File: src/rtl/cpu_pkg.sv
// Shared CPU definitions: opcode/funct fields, PC mux encodings,
// sequencer FSM states and instruction classes.
package cpu_pkg;

  localparam logic [5:0] OP_RTYPE = 6'b000000;
  localparam logic [5:0] OP_J     = 6'b000010;
  localparam logic [5:0] OP_JAL   = 6'b000011;
  localparam logic [5:0] OP_BEQ   = 6'b000100;
  localparam logic [5:0] OP_BNE   = 6'b000101;

  localparam logic [5:0] FN_JR    = 6'b001000;
  localparam logic [5:0] FN_JALR  = 6'b001001;

  localparam logic [2:0] PC_SEQ   = 3'b000;
  localparam logic [2:0] PC_J     = 3'b001;
  localparam logic [2:0] PC_JR    = 3'b010;
  localparam logic [2:0] PC_BR    = 3'b011;

  typedef enum logic [2:0] {
    ST_IDLE,
    ST_FETCH,
    ST_DECODE,
    ST_EXEC,
    ST_UPDATE,
    ST_FAULT
  } state_t;

  typedef enum logic [2:0] {
    CLS_SEQ,
    CLS_JMP,
    CLS_JREG,
    CLS_BEQ,
    CLS_BNE
  } instr_class_t;

endpackage

File: src/rtl/instr_classifier.sv
// Maps opcode/funct fields to the control-flow class the PC sequencer needs.
module instr_classifier
  import cpu_pkg::*;
(
  input  logic [5:0]   opcode,
  input  logic [5:0]   funct,
  output instr_class_t instr_class
);

  always_comb begin
    instr_class = CLS_SEQ;
    case (opcode)
      OP_J, OP_JAL: instr_class = CLS_JMP;
      OP_BEQ:       instr_class = CLS_BEQ;
      OP_BNE:       instr_class = CLS_BNE;
      OP_RTYPE: begin
        if (funct == FN_JR || funct == FN_JALR) instr_class = CLS_JREG;
      end
      default:      instr_class = CLS_SEQ;
    endcase
  end

endmodule

File: src/rtl/pc_sequencer.sv
// Multi-cycle fetch/decode/exec/update controller issuing one PC update
// per instruction, with a sticky fetch-timeout fault.
module pc_sequencer
  import cpu_pkg::*;
#(
  parameter int FETCH_TIMEOUT = 1024
) (
  input  logic        clk,
  input  logic        rst,
  output logic        imem_req,
  input  logic        imem_ready,
  input  logic [31:0] imem_rdata,
  input  logic        ex_done,
  input  logic        rs_eq_rt,
  output logic [31:0] instr,
  output logic        instr_valid,
  output logic [2:0]  pc_control,
  output logic        pc_step,
  output logic [25:0] jmp_addr,
  output logic [15:0] branch_offset,
  output logic [31:0] retired,
  output logic        fault
);

  localparam int CW = (FETCH_TIMEOUT > 2) ? $clog2(FETCH_TIMEOUT) : 1;
  localparam logic [CW-1:0] WAIT_LIMIT =
    (FETCH_TIMEOUT > 0) ? CW'(FETCH_TIMEOUT - 1) : '0;

  state_t       state_reg, state_next;
  logic [CW-1:0] wait_cnt_reg;
  logic [31:0]  instr_reg;
  logic [31:0]  retired_reg;
  instr_class_t class_reg;
  instr_class_t class_comb;
  logic         timeout_hit;

  instr_classifier u_classifier (
    .opcode      (instr_reg[31:26]),
    .funct       (instr_reg[5:0]),
    .instr_class (class_comb)
  );

  assign timeout_hit = (FETCH_TIMEOUT != 0) && (wait_cnt_reg == WAIT_LIMIT);

  always_ff @(posedge clk or posedge rst) begin
    if (rst) state_reg <= ST_IDLE;
    else     state_reg <= state_next;
  end

  always_comb begin
    state_next = state_reg;
    case (state_reg)
      ST_IDLE:   state_next = ST_FETCH;
      // Ready takes priority over a timeout landing in the same cycle.
      ST_FETCH: begin
        if (imem_ready)       state_next = ST_DECODE;
        else if (timeout_hit) state_next = ST_FAULT;
      end
      ST_DECODE: state_next = ST_EXEC;
      ST_EXEC:   if (ex_done) state_next = ST_UPDATE;
      ST_UPDATE: state_next = ST_FETCH;
      ST_FAULT:  state_next = ST_FAULT;
      default:   state_next = ST_IDLE;
    endcase
  end

  always_comb begin
    imem_req    = (state_reg == ST_FETCH);
    instr_valid = (state_reg == ST_EXEC) || (state_reg == ST_UPDATE);
    pc_step     = (state_reg == ST_UPDATE);
    fault       = (state_reg == ST_FAULT);
    pc_control  = PC_SEQ;
    if (state_reg == ST_UPDATE) begin
      case (class_reg)
        CLS_JMP:  pc_control = PC_J;
        CLS_JREG: pc_control = PC_JR;
        CLS_BEQ:  pc_control = rs_eq_rt  ? PC_BR : PC_SEQ;
        CLS_BNE:  pc_control = !rs_eq_rt ? PC_BR : PC_SEQ;
        default:  pc_control = PC_SEQ;
      endcase
    end
  end

  // The counter is held at zero outside FETCH, so every FETCH entry starts fresh.
  always_ff @(posedge clk or posedge rst) begin
    if (rst) begin
      wait_cnt_reg <= '0;
      instr_reg    <= '0;
      class_reg    <= CLS_SEQ;
      retired_reg  <= '0;
    end else begin
      if (state_reg == ST_FETCH && !imem_ready) wait_cnt_reg <= wait_cnt_reg + 1'b1;
      else                                      wait_cnt_reg <= '0;
      if (state_reg == ST_FETCH && imem_ready) instr_reg <= imem_rdata;
      if (state_reg == ST_DECODE)              class_reg <= class_comb;
      if (state_reg == ST_UPDATE)              retired_reg <= retired_reg + 32'd1;
    end
  end

  assign instr         = instr_reg;
  assign retired       = retired_reg;
  assign jmp_addr      = instr_reg[25:0];
  assign branch_offset = instr_reg[15:0];

endmodule

File: config.mk
export PLATFORM = sky130hd
export DESIGN_NAME = pc_sequencer
export DESIGN_NICKNAME = d
export VERILOG_FILES = /design/src/rtl/cpu_pkg.sv /design/src/rtl/instr_classifier.sv /design/src/rtl/pc_sequencer.sv
export SDC_FILE = /design/constraint.sdc
export NUM_CORES = 1
export LEC_CHECK = 0
export ABC_CLOCK_PERIOD_IN_PS = 5000
export CORE_AREA = 10 10 101 103
export CTS_BUF_LIST = sky130_fd_sc_hd__clkbuf_16
export DETAILED_ROUTE_END_ITERATION = 8
export DIE_AREA = 0 0 111 113
export GPL_TIMING_DRIVEN = 0
export PLACE_DENSITY_LB_ADDON = 0.25
export SLEW_MARGIN = 10
export SYNTH_ARGS = -nofsm -noshare
export SYNTH_HDL_FRONTEND = slang
export SYNTH_SLANG_ARGS = --single-unit
File: constraint.sdc
create_clock -name clk -period 5 [get_ports clk]
set_clock_uncertainty 0.05 [all_clocks]
set_input_delay 1.25 -clock clk [delete_from_list [all_inputs] [get_ports clk]]
set_output_delay 1.25 -clock clk [all_outputs]
set_load 0.005 [all_outputs]
==> impl_results.md <==
* Max-slew violation count at 0
* Die Area at about 13000 sq um
* Post-synth top area share at between 50% and 60%
* Layout Utilization at 71.8%
* Setup repair after global routing missed its margin: no
* Slowest cell on crit path: sky130_fd_sc_hd__clkdlybuf4s50_1
* Critical Path Source Type: input port
* Number of instances resized during post-cts repair at 0
* Max-slew headroom at the worst pin at between 50% and 60%
* Dominant cell by count in the synthesized netlist: sky130_fd_sc_hd__dfrtp_1
* Startpoint of the tightest hold check path: wait_cnt_reg[0]$_DFF_PP0_
* Worst hold path depth at 1
* Crit path launch: rs_eq_rt
* Number of enable-type register cells in the synthesized netlist at 0
* Number of flip-flops and latches in the synthesized netlist at 80
* Netlist area before placement at between 3000 and 4000 sq um
* Clock edge transition at the registers on the reported setup and hold paths at about 60 ps
* Sequential share of the synthesized area at approximately 52%
* Non-filler cells in the finished layout at between 600 and 700
* Reg-to-reg setup timing slack at ~2900 ps
* Async set-reset flop share out of synthesis at 100%
* Power density over the cells at between 200 and 250 nW/um^2
* Critical Path AT at 2830 ps
* Maximum number of pins on one net before global-route repair at 52
* Result of the run: complete, no violations
* Diodes inserted at 0
* CP Class: in2out
* Origin of the critical flop-to-flop path: state_reg[1]$_DFFE_PP0P_
* Initial core utilization at between 40 and 50%
* Peak Freq at 242 MHz
* Post-Syn Area per Cell at 11.5 sq um
* Net count after synthesis at 378
* Setup TNS Final at 0 ps
* Total clock sinks at 80
* Total routed wirelength at just over 10 mm
* Count of TritonRoute iterations in the first routing pass at 4
* Multiplexer share of the synthesized area at ~10%
* Adder-cell share of the synthesized area at less than 1%
* Weighted congestion reported at the end of routability-driven placement at a little over 0.8
* Number of warnings issued by yosys at 0
* R2R depth at 7
* Clock tree from TritonCTS: built
* Post-detailed-route via-to-cell ratio at 4.92
* Leakage at roughly 2.6 nW
* Number of global-route vias before repair at 3185
* Number of input and output port buffers inserted at approximately 150
* Total Routing Usage GR at 16.0%
* Cell types occupying the most area after synthesis: sky130_fd_sc_hd__dfrtp_1, sky130_fd_sc_hd__mux2_2, sky130_fd_sc_hd__buf_4, sky130_fd_sc_hd__xnor2_1, sky130_fd_sc_hd__nand3_1
* Slew of the pin with the lowest slew margin at about 660 ps
* Maximum resistive drop on vdd at approximately 180 uV
* Placement row count at 33
* Die outline width at 111 um
* Final Net Count at 538
* Largest fanout on the critical path at 3
* Post-synthesis simple-gate area fraction at between 10% and 20%
* Commonest register cell after synthesis: sky130_fd_sc_hd__dfrtp_1
* Post-synthesis to final-layout area growth at 50.3%
* Cell occurring most often along the worst timing path: sky130_fd_sc_hd__clkdlybuf4s50_1
* Worst-skew pair later-pin latency at 330 ps
* Count of hold buffers inserted by post-cts repair at 0
* Cts bufs inserted at 9
* Remaining Overflow, GRT at 0
* Number of DRC violations after detailed-routing iteration 0 at a little over 90
* Number of placed cells counting well taps at just under 600
* Final critical-path setup slack at ~870 ps
* Post-Layout Inst Area at approximately 5800 sq um
* Gate count after technology mapping at 339
* Synth unique cells at 46
* Worst endpoint required time at between 3000 and 4000 ps
* Hold Path Class: reg2reg
* Via count at approximately 3000
* Antenna violations before repair at 0
* Compound-cell area share of the yosys netlist at under 10%
* Die outline height at around 110 um
* Fraction of final layout cells with drive strength greater than 1 at between 20% and 30%
* Hold_ws at 411 ps
* Total I/O pin count at 150
* Final worst-path cycle share at just over 80%
* Max clock buf depth at 2
* HPWL after detailed placement at around 8 mm
* Area leader, netlist: sky130_fd_sc_hd__dfrtp_1
* Post-CTS setup buffer count at 0
* Number of nets with antenna violations after detailed routing at 0
* Number of failing setup endpoints in the final timing report at 0
* Routed wire per std cell at 16.5 um
* Top post-synthesis cells by count: sky130_fd_sc_hd__dfrtp_1, sky130_fd_sc_hd__buf_4, sky130_fd_sc_hd__xnor2_1, sky130_fd_sc_hd__mux2_2, sky130_fd_sc_hd__nand2_1
* Power, Total at ~1.4 mW
* Cell area after placement at 5530 sq um
* Pre-CTS worst setup slack at a little under 900 ps
* Category of the worst setup path capture point: output pin
* Root Buffer: sky130_fd_sc_hd__clkbuf_16
* Number of remaining DRC errors at 0
* Max-cap violation count at 0
* H-tree Lvls at 3
* Main combinational cell family by area after synthesis: simple AND/OR/NAND/NOR gates
* XOR/XNOR Fraction of Synth Area at roughly 8.3%
* Sequence of cells on the critical path: clkdlybuf4s50_1, nor3b_1, o21bai_1, a21oi_1, clkdlybuf4s50_1
* Worst stage delay on the critical path at 570 ps
* Final Hold Violating Endpoints at 0
* Min cycle time layout at slightly above 4000 ps
* Wire length of the first global-routing pass at around 17 mm
* Std-Cell Core Area at approximately 8100 sq um
[kinds of logic after synthesis]
kind of cell,after synthesis
mux,34
other cells,1
simple gates,106
fa+ha+maj,2
flops,80
buf+inv,62
compound gates,17
xor+xnor,37
[path summary, 6_finish.rpt]
kind / endpoint
min in group asynchronous: retired[18]$_DFFE_PP0P_
max reg2reg: instr[25]$_DFFE_PP0P_
min reg2reg: wait_cnt_reg[0]$_DFF_PP0_
max in group asynchronous: instr[27]$_DFFE_PP0P_
min: wait_cnt_reg[0]$_DFF_PP0_
max: pc_control[1]
[routing by layer]
metal / GRT usage [%] / up-vias / routed length [um]
met4: 4.34 / 0 / 95
met3: 5.92 / 9 / 820
li1: - / 1443 / -
met5: 0 / - / 0
met1: 17.6 / 1456 / 3900
met2: 28.4 / 89 / 5250
[layout by cell type, fill, tap and decap left out, types with 7 or more instances in the layout]
master / n
sky130_fd_sc_hd__a21oi_1: 7
sky130_fd_sc_hd__buf_4: 45
sky130_fd_sc_hd__clkbuf_16: 9
sky130_fd_sc_hd__clkdlybuf4s50_1: 148
sky130_fd_sc_hd__dfrtp_1: 80
sky130_fd_sc_hd__mux2_2: 31
sky130_fd_sc_hd__nand2_1: 20
sky130_fd_sc_hd__nand3_1: 18
sky130_fd_sc_hd__nand4_1: 12
sky130_fd_sc_hd__nor2_1: 17
sky130_fd_sc_hd__xnor2_1: 32
[critical path, delay by kind of cell]
kind / cells / cell delay (ps)
AOI/OAI and AO/OA: 2 / 280
buffers and inverters: 2 / 1010
and+or+nand+nor: 1 / 290
[final cells by class]
class / instances / area, sq um
Clock buffer: 9 / 225
Fill cell: 614 / 2300
Sequential cell: 80 / 2000
Clock inverter: 7 / 86.3
Buffer: 53 / 388
Inverter: 9 / 37.5
Timing Repair Buffer: 149 / 1510
Tap cell: 105 / 131
Multi-Input combinational cell: 197 / 1460
[power breakdown]
| part | internal (mW) | switching, mW |
|---|---|---|
| sequential | 0.647 | 0 |
| combinational | 0.0278 | 0.0173 |
| clock | 0.433 | 0.250 |
| total | 1.11 | 0.268 |
(Power assumes the default switching activity.)
==> RTL change: new RTL, same flow settings <==
The 6 states of `state_t` get a one-hot encoding in 6 bits.
--- a/src/rtl/cpu_pkg.sv
+++ b/src/rtl/cpu_pkg.sv
@@ -17,11 +17,11 @@
   localparam logic [2:0] PC_BR    = 3'b011;
 
-  typedef enum logic [2:0] {
-    ST_IDLE,
-    ST_FETCH,
-    ST_DECODE,
-    ST_EXEC,
-    ST_UPDATE,
-    ST_FAULT
+  typedef enum logic [5:0] {
+    ST_IDLE   = 6'b000001,
+    ST_FETCH  = 6'b000010,
+    ST_DECODE = 6'b000100,
+    ST_EXEC   = 6'b001000,
+    ST_UPDATE = 6'b010000,
+    ST_FAULT  = 6'b100000
   } state_t;
 
Behaviour: same outputs for any inputs over 10 cycles, from zero or initial values and one cycle with rst high; not proved beyond that.
==> RTL change against the unedited design <==
Non-clock buffer count shrank 1; routed wire length grew 1.6%; sequential cell count grew 3; setup slack gained 0.032 ns; area after synthesis grew 5.7%; sequential share of layout area grew 0.41 points; first-iteration DRC count grew 14%; highest routed layer unchanged; final cell count grew 2.6%; cell area grew 2.6%; register-to-register slack gained 0.15 ns.
Power is not compared: it rests on default switching activity, and its combinational part moved more than twofold at a synthesized area within 25%.
==> RTL change: results (changes against the unedited design) <==
Critical path
The critical register-to-register path endpoint is retired[14]$_DFFE_PP0P_. The signal arrival time at the worst endpoint is 2.80 ns (-0.03 ns). The worst register-to-register path begins at retired[0]$_DFFE_PP0P_.

Place
The instance area at placement came to 5740 sq um (+3.9%). The HPWL after detailed placement is 8060 um (+2.1%). The number of placed instances with taps included is 611 (+3.0%). The post-place setup slack is 0.901 ns (+0.0223 ns).

Yosys
The xor/xnor share of the synthesized area is 8.96% (+0.62 points). The register bit total from synthesis is 83 (+3.8%). The sequential cell area fraction in the yosys report was 50.6% (-0.92 points). The multiplexer share of the synthesized area is 9.27% (-0.53 points).

The number of distinct standard cells referenced by the synthesized netlist is 45 (-2.2%). In the synthesized netlist, the cells that appear most often are dfrtp_1 (82), buf_4 (44), mux2_1 (29). The complex-gate fraction of the synthesized area is 2.29% (-0.39 points).

The net count after synthesis came to 396 (+4.8%). The synthesized area per cell was 11.5 sq um (+0.37%).

Global route
The largest net degree at the start of global routing is 44 (-15%). The overall routing resource usage is 16.4% (+0.38 points). The first-pass GRT wire length is 17100 um (+1.8%).

Detailed routing
The number of DRC markers after the initial detailed-route iteration is 104 (+14%). The via density per instance was 5.04 (+2.5%). The total routed wirelength is 10200 um (+1.6%).

Worst hold path
The startpoint identified for the worst hold timing path is retired[31]$_DFFE_PP0P_. For hold timing, the worst endpoint is retired[31]$_DFFE_PP0P_.

Timing
The remaining max-slew budget at the tightest pin was 63.8% (+8.1 points).

Finish
The total of plain and repair buffers excluding clock buffers came to 201 (-0.50%). The share of post-route cells with drive strength above 1 was 15.6% (-6.2 points). The count of non-filler cells in the finished layout is 625 (+2.6%). The clock-cell share of area came to 4.16% (-1.2 points). The count of filler cells inserted in the layout is 583 (-5.0%). The sequential cell area was 2080 sq um (+3.8%). Relative to the synthesized area, the layout overhead comes to 45.9%.

Status
The flow ran to the end, and the final reports show no timing, DRC or antenna violations.
## RTL change: cell types whose count changed after synthesis, moves of 6 or more
cell     delta
xnor2_1    -16
mux2_2     -28
mux2_1     +28
and4_1      +6
nor3_1      +7
xor2_1     +21
nand3_1     -7
## RTL change: how the worst max path moves through the flow
stage	start	endpoint	slack (ns)
2_1_floorplan	rst	class_reg[0]$_DFFE_PP0P_	1.56
3_3_place_gp	rst	retired[26]$_DFFE_PP0P_	0.24
3_5_place_dp	rs_eq_rt	pc_control[1]	0.90
4_1_cts	rs_eq_rt	pc_control[1]	0.89
5_1_grt	rs_eq_rt	pc_control[1]	0.78
6_report	rs_eq_rt	pc_control[1]	0.90
## RTL change: routing by layer
metal | vias to the layer above | routed length (um) | global-route usage (%) | share of wire (%)
li1 | 1509 | - | - | -
met1 | 1524 | 4170 | 17.9 | 41
met2 | 108 | 5010 | 28.5 | 49
met3 | 11 | 897 | 6.44 | 8.8
met4 | 0 | 142 | 5.82 | 1.4
met5 | - | 0 | 0 | 0
